### src/rtl/pulse_timer_bank.sv
// Bank of independent programmable pulse timers, each periodic or one-shot,
// with a shared pause and a strobed per-channel configuration port.
module pulse_timer_bank #(
   parameter int CHANNELS       = 4,
   parameter int WIDTH          = 25,
   parameter int DEFAULT_PERIOD = 17500000
) (
   input  logic                  Clock,
   input  logic                  Reset,
   input  logic [CHANNELS-1:0]   Enable,
   input  logic                  Pause,
   input  logic                  LoadValid,
   input  logic [3:0]            LoadChannel,
   input  logic [WIDTH-1:0]      LoadPeriod,
   input  logic                  LoadOneShot,
   output logic [CHANNELS-1:0]   PulseOutput,
   output logic [CHANNELS-1:0]   Done,
   output logic                  AnyPulse,
   output logic [2*CHANNELS-1:0] ChannelState
);

   // Handshake: LoadValid is a single-cycle strobe with no ready; a write is
   // taken on every edge where LoadValid is high and LoadChannel names a
   // channel that exists, otherwise it is dropped without effect.

   typedef enum logic [1:0] {
      ST_IDLE    = 2'd0,
      ST_RUN     = 2'd1,
      ST_EXPIRED = 2'd2
   } chan_state_t;

   logic [CHANNELS-1:0] pulse_next;

   for (genvar c = 0; c < CHANNELS; c++) begin : g_chan
      logic [WIDTH-1:0] period_q;
      logic [WIDTH-1:0] counter_q;
      logic             oneshot_q;
      logic             done_q;
      logic             pulse_q;
      chan_state_t      state_q;

      logic [WIDTH-1:0] counter_d;
      logic             done_d;
      logic             pulse_d;
      chan_state_t      state_d;
      logic             load_hit;

      assign load_hit = LoadValid && (LoadChannel == 4'(c));

      // Priority: disable > load > pause > count. Comparing against Period-1
      // before incrementing keeps the counter strictly below Period.
      always_comb begin
         counter_d = counter_q;
         done_d    = done_q;
         pulse_d   = 1'b0;
         if (!Enable[c] || load_hit) begin
            counter_d = '0;
            done_d    = 1'b0;
         end else if (Pause) begin
            counter_d = counter_q;
            done_d    = done_q;
         end else if (period_q == '0) begin
            counter_d = '0;
            done_d    = 1'b0;
         end else if (done_q) begin
            counter_d = '0;
         end else if (counter_q == period_q - WIDTH'(1)) begin
            counter_d = '0;
            pulse_d   = 1'b1;
            done_d    = oneshot_q;
         end else begin
            counter_d = counter_q + WIDTH'(1);
         end

         if (!Enable[c])
            state_d = ST_IDLE;
         else if (done_d)
            state_d = ST_EXPIRED;
         else
            state_d = ST_RUN;
      end

      always_ff @(posedge Clock or negedge Reset) begin
         if (!Reset) begin
            period_q  <= WIDTH'(DEFAULT_PERIOD);
            oneshot_q <= 1'b0;
            counter_q <= '0;
            done_q    <= 1'b0;
            pulse_q   <= 1'b0;
            state_q   <= ST_IDLE;
         end else begin
            if (load_hit) begin
               period_q  <= LoadPeriod;
               oneshot_q <= LoadOneShot;
            end
            counter_q <= counter_d;
            done_q    <= done_d;
            pulse_q   <= pulse_d;
            state_q   <= state_d;
         end
      end

      assign pulse_next[c]          = pulse_d;
      assign PulseOutput[c]         = pulse_q;
      assign Done[c]                = done_q;
      assign ChannelState[2*c +: 2] = state_q;
   end

   always_ff @(posedge Clock or negedge Reset) begin
      if (!Reset)
         AnyPulse <= 1'b0;
      else
         AnyPulse <= |pulse_next;
   end

endmodule

### config.mk
export PLATFORM = sky130hd
export DESIGN_NAME = pulse_timer_bank
export DESIGN_NICKNAME = d
export VERILOG_FILES = /design/src/rtl/pulse_timer_bank.sv
export SDC_FILE = /design/constraint.sdc
export NUM_CORES = 1
export LEC_CHECK = 0
export ABC_AREA = 1
export CORE_ASPECT_RATIO = 0.5
export CORE_MARGIN = 4
export CORE_UTILIZATION = 40
export DETAILED_ROUTE_END_ITERATION = 10
export GPL_TIMING_DRIVEN = 0
export PLACE_DENSITY_LB_ADDON = 0.05
export SLEW_MARGIN = 40
export SYNTH_ARGS = -nofsm -noshare
export SYNTH_HDL_FRONTEND = slang
export SYNTH_SLANG_ARGS = --single-unit
### constraint.sdc
create_clock -name Clock -period 5.5 [get_ports Clock]
set_clock_uncertainty 0.05 [all_clocks]
set_input_delay 0.55 -clock Clock [delete_from_list [all_inputs] [get_ports Clock]]
set_output_delay 0.55 -clock Clock [all_outputs]
set_load 0.02 [all_outputs]
==> Flow_metrics.wiki, run 1 <==
{| class="wikitable"
! Metric !! Value
|-
| CTS H-tree lvls || 1
|-
| Initial core utilization || roughly two fifths
|-
| Switching power || 1944 uW
|-
| Clk sinks || roughly 220
|-
| Maximum clock frequency || 300.0 MHz
|-
| Area taken by flip-flops and latches || between 5000 and 6000 um2
|-
| Worst path arrival time || between 3 and 4 ns
|-
| GRT met2 Usage || 30.10%
|-
| Part of the cycle the worst path needs || 60.61%
|-
| Maximum count of clock buffers along a single path || 3
|-
| Busiest grt layer || met1
|-
| Final nets || 2248
|-
| Weighted congestion reported at the end of routability-driven placement || roughly 0.86
|-
| Largest net degree at the start of global routing || 68
|-
| Clk root buf || sky130_fd_sc_hd__clkbuf_16
|-
| Insertion delay to the later sink of the worst-skew pair || 0.54 ns
|-
| Most instantiated library cell after synthesis || sky130_fd_sc_hd__nand2_1
|-
| Total global routing track utilization || 21.52%
|-
| Layout cells sized above 1 || between 10% and 20%
|-
| Maxcap violations || 0
|-
| Detailed-placement wirelength estimate || 35490 um
|-
| Static leakage || 0.007938 uW
|-
| DRC marker count from the first detailed-route iteration || 944
|-
| Combinational share of power || 28.3%
|-
| Power after layout || 5318 uW
|-
| Top cell type's share of synthesized area || 29.75%
|-
| Fraction of synthesis flops using an asynchronous set or reset pin || 100.0%
|-
| Dominant cell type by area after synthesis || sky130_fd_sc_hd__dfrtp_1
|-
| VDD IR-drop max || between 0.2 and 0.25 mV
|-
| Mean number of vias per cell || 4.942
|-
| Number of placed I/O pins || 55
|-
| Fill count || 3900
|-
| Post-synth design cell area || 15560 um2
|-
| Part of the total power dissipated in the clock network || 32.0%
|-
| CP Data Required Time || 5.90 ns
|-
| Total number of placement rows || 50
|-
| Final hold viol count || 0
|-
| Number of diodes added for antenna fixing || 0
|-
| Most common library cells after synthesis || sky130_fd_sc_hd__nand2_1 (581), sky130_fd_sc_hd__inv_1 (265), sky130_fd_sc_hd__nor2_1 (234)
|-
| Met3 Usage GRT || 2.604%
|-
| Gr ovfl total || 0
|-
| Number of warnings reported in the yosys synthesis log || 0
|-
| Cell with the biggest individual delay on the critical path || sky130_fd_sc_hd__clkdlybuf4s50_1
|-
| Met1 Usage GRT || about a third
|-
| Crit-path max cell delay || 0.89 ns
|-
| Standard cell core area || 37910 um2
|-
| Critical-path cell list || clkdlybuf4s50_1 > inv_1 > nor2_2 > clkinv_1 > clkbuf_1 > o22ai_2
|-
| Status || finished clean
|-
| Total power per unit cell area || around 300 nW/um2
|-
| Routed vias || between 10k and 15k
|-
| Crit path capture type || flip-flop
|-
| Min-Delay Path Class || in2async
|-
| Classification of the worst setup path || in2reg
|-
| Internal power summed over all cells || 3374 uW
|-
| Horiz. Die Dim || 286.9 um
|-
| Initial antenna violation count || 0
|-
| Switching fraction of total power || 36.56%
|-
| Syn-to-layout area delta || 13.45%
|-
| Relative max-transition margin || a little over two fifths
|-
| Cell count after synthesis || 2119
|-
| Nature of the critical path startpoint || input port
|-
| Initial DRT Pass Iterations || 5
|-
| Number of flops mapped to enable cells by yosys || 0
|-
| Total nets after synthesis || 2165
|-
| Setup repair after global routing missed its margin || no
|-
| Setup-failing EPs final || 0
|-
| Average cell area after synthesis || 7.344 um2
|-
| Number of register bits inferred by synthesis || 221
|-
| Number of buffers created by CTS || 23
|-
| Share of synthesized area occupied by flip-flops and latches || 35.83%
|-
| Transition time at the pin with the least slew margin || 0.8411 ns
|-
| Most used DFF post-synth || sky130_fd_sc_hd__dfrtp_1
|-
| Total length of routed wires || 45860 um
|-
| TritonCTS clock tree || yes
|-
| Post-layout min period || approximately 3.3 ns
|-
| Unique masters post-synth || 51
|-
| Total die area || 42310 um2
|-
| Die span in y || 147.5 um
|-
| Number of cells in the design after placement || 2696
|-
| Max Transition Viols Final || 0
|-
| First-pass GRT wire length || 72010 um
|-
| Multi-input gate area in the final layout || 8544 um2
|-
| Number of cells in the finished layout apart from fillers || 2739
|-
| Sequential share of power || 39.7%
|-
| Leading post-synthesis cells by cell area || sky130_fd_sc_hd__dfrtp_1 (30%), sky130_fd_sc_hd__nand2_1 (14%), sky130_fd_sc_hd__xor2_1 (6.9%)
|-
| DRT antenna net count || 0
|-
| Number of setup buffers added after CTS || 0
|-
| Buffers added on ports || 54
|-
| Vias in the first global route || approximately 12k
|-
| Clock transition at path regs || 0.06 ns
|-
| Average wire length per cell after detail routing || roughly 17 um
|-
| Highest fanout seen on the critical path || 10
|-
| DRC errors left || 0
|}
-- critical path: cells and delay by family --
family	cells	cell delay [ns]
and+or+nand+nor	1	0.58
AOI/OAI and AO/OA	1	0.24
buffers and inverters	4	2.35
-- routing by layer --
| metal | share of wire [%] | routed length (um) |
|---|---|---|
| met5 | 0 | 0 |
| met4 | 1.6 | 733 |
| met3 | 3.8 | 1744 |
| met2 | 40 | 18300 |
| met1 | 55 | 25080 |
-- what timing repair did --
item                      CTS  global route
hold buffers                1             0
resized for setup           0             0
hold endpoints to repair   42             0
-- registers in the layout, indices dropped and copies added (netlist names) --
name,cells
g_chan.counter_q,100
g_chan.oneshot_q,4
g_chan.state_q,8
AnyPulse,1
g_chan.period_q,100
g_chan.pulse_q,4
g_chan.done_q,4
-- stage by stage --
stage	cell area, um2	worst slack (ns)	utilization (%)	TNS (ns)	hold slack [ns]
finish	17650	2.166	46.57	0	0.4354
global route	17650	2.131	46.57	0	0.4567
CTS	17650	2.167	46.57	0	0.4348
detailed placement	16840	1.601	44.42	0	0.4161
global placement	16750	-6.204	44.19	-1250.30	0.4159
floorplan	15560	3.282	-	0	0.2044
-- final cells by class --
type | instances | share of cell area [%]
plain buffers | 56 | 2.190
clock buffers | 32 | 3.792
clock inverters | 10 | 0.7654
inverters | 281 | 5.974
multi-input cells | 1561 | 48.40
flip-flops and latches | 221 | 31.58
well taps | 520 | 3.685
repair buffers | 58 | 3.614
-- power groups by stage --
stage	Sequential (uW)	Clock (uW)	Combinational [uW]
floorplan	2020	0	1160
global placement	2130	0	1480
detailed placement	2130	0	1500
CTS	2100	1740	1510
global route	2140	1810	1710
finish	2110	1700	1500
-- path summary, 6_finish.rpt --
check,startpoint,slack (ns),to,cells past startpoint
worst max register to register,g_chan[0].period_q[0],2.72,g_chan[0].counter_q[6],16
worst min-delay path,Reset,0.44,g_chan[2].counter_q[10],2
worst max-delay path,Pause,2.17,g_chan[0].counter_q[6],6
worst min register to register,g_chan[0].oneshot_q,0.44,g_chan[0].oneshot_q,2
min in group Clock,g_chan[0].oneshot_q,0.44,g_chan[0].oneshot_q,2
max in group asynchronous,Reset,3.89,g_chan[3].counter_q[22],4
-- logic make-up after synthesis --
logic type,Yosys count,synth area share [%]
fa+ha+maj,8,0.6433
flops,221,35.83
compound gates,253,11.77
simple gates,1129,32.68
xor+xnor,168,9.456
buf+inv,337,9.263
mux,3,0.3538
-- layout by cell type, fill, tap and decap left out, types with 4 or more instances in the layout --
cell type / netlist / routed
sky130_fd_sc_hd__nand2_1: 581 / 581
sky130_fd_sc_hd__inv_1: 265 / 265
sky130_fd_sc_hd__nor2_1: 234 / 234
sky130_fd_sc_hd__dfrtp_1: 185 / 185
sky130_fd_sc_hd__o21ai_0: 137 / 137
sky130_fd_sc_hd__xor2_1: 122 / 122
sky130_fd_sc_hd__nand3_1: 109 / 109
sky130_fd_sc_hd__o22ai_2: 59 / 59
sky130_fd_sc_hd__clkdlybuf4s50_1: 0 / 53
sky130_fd_sc_hd__nand4_1: 51 / 51
sky130_fd_sc_hd__xnor2_1: 46 / 46
sky130_fd_sc_hd__dfstp_2: 36 / 36
sky130_fd_sc_hd__clkbuf_1: 30 / 33
sky130_fd_sc_hd__nor2_2: 31 / 31
sky130_fd_sc_hd__nor3_1: 28 / 28
sky130_fd_sc_hd__clkbuf_16: 0 / 23
sky130_fd_sc_hd__o21ai_2: 20 / 20
sky130_fd_sc_hd__nand3b_1: 19 / 19
sky130_fd_sc_hd__nor2_4: 16 / 16
sky130_fd_sc_hd__nand2_2: 16 / 16
sky130_fd_sc_hd__a21oi_1: 13 / 13
sky130_fd_sc_hd__inv_2: 12 / 12
sky130_fd_sc_hd__nor4_1: 12 / 12
sky130_fd_sc_hd__nand3_2: 8 / 8
sky130_fd_sc_hd__ha_1: 8 / 8
sky130_fd_sc_hd__buf_4: 8 / 8
sky130_fd_sc_hd__o21bai_1: 6 / 6
sky130_fd_sc_hd__a21boi_0: 6 / 6
sky130_fd_sc_hd__buf_12: 6 / 6
sky130_fd_sc_hd__clkbuf_8: 0 / 6
sky130_fd_sc_hd__o21ai_1: 5 / 5
sky130_fd_sc_hd__nand2_4: 5 / 5
sky130_fd_sc_hd__nor3_2: 5 / 5
sky130_fd_sc_hd__buf_6: 4 / 4
sky130_fd_sc_hd__clkinv_1: 4 / 4
sky130_fd_sc_hd__clkinv_2: 0 / 4
Power figures use the tool's default switching activity.
==> run 2: changes to the inputs <==
==> constraint.sdc (replaced) <==
create_clock -name Clock -period 3.5 [get_ports Clock]
set_clock_uncertainty 0.05 [all_clocks]
set_input_delay 0.35 -clock Clock [delete_from_list [all_inputs] [get_ports Clock]]
set_output_delay 0.35 -clock Clock [all_outputs]
set_load 0.02 [all_outputs]
==> results of run 2 <==
Same layout as run 1 (identical final DEF). Status: finished clean.
Main changes from that run: setup slack after placement 1.601 ns -> -0.1992 ns; setup slack after layout 2.166 ns -> 0.3665 ns; hold slack 0.4354 ns -> 0.2354 ns; register-to-register setup slack 2.72 ns -> 0.72 ns; total power 5318 uW -> 8357 uW; worst IR drop on VDD 0.2082 mV -> 0.3272 mV
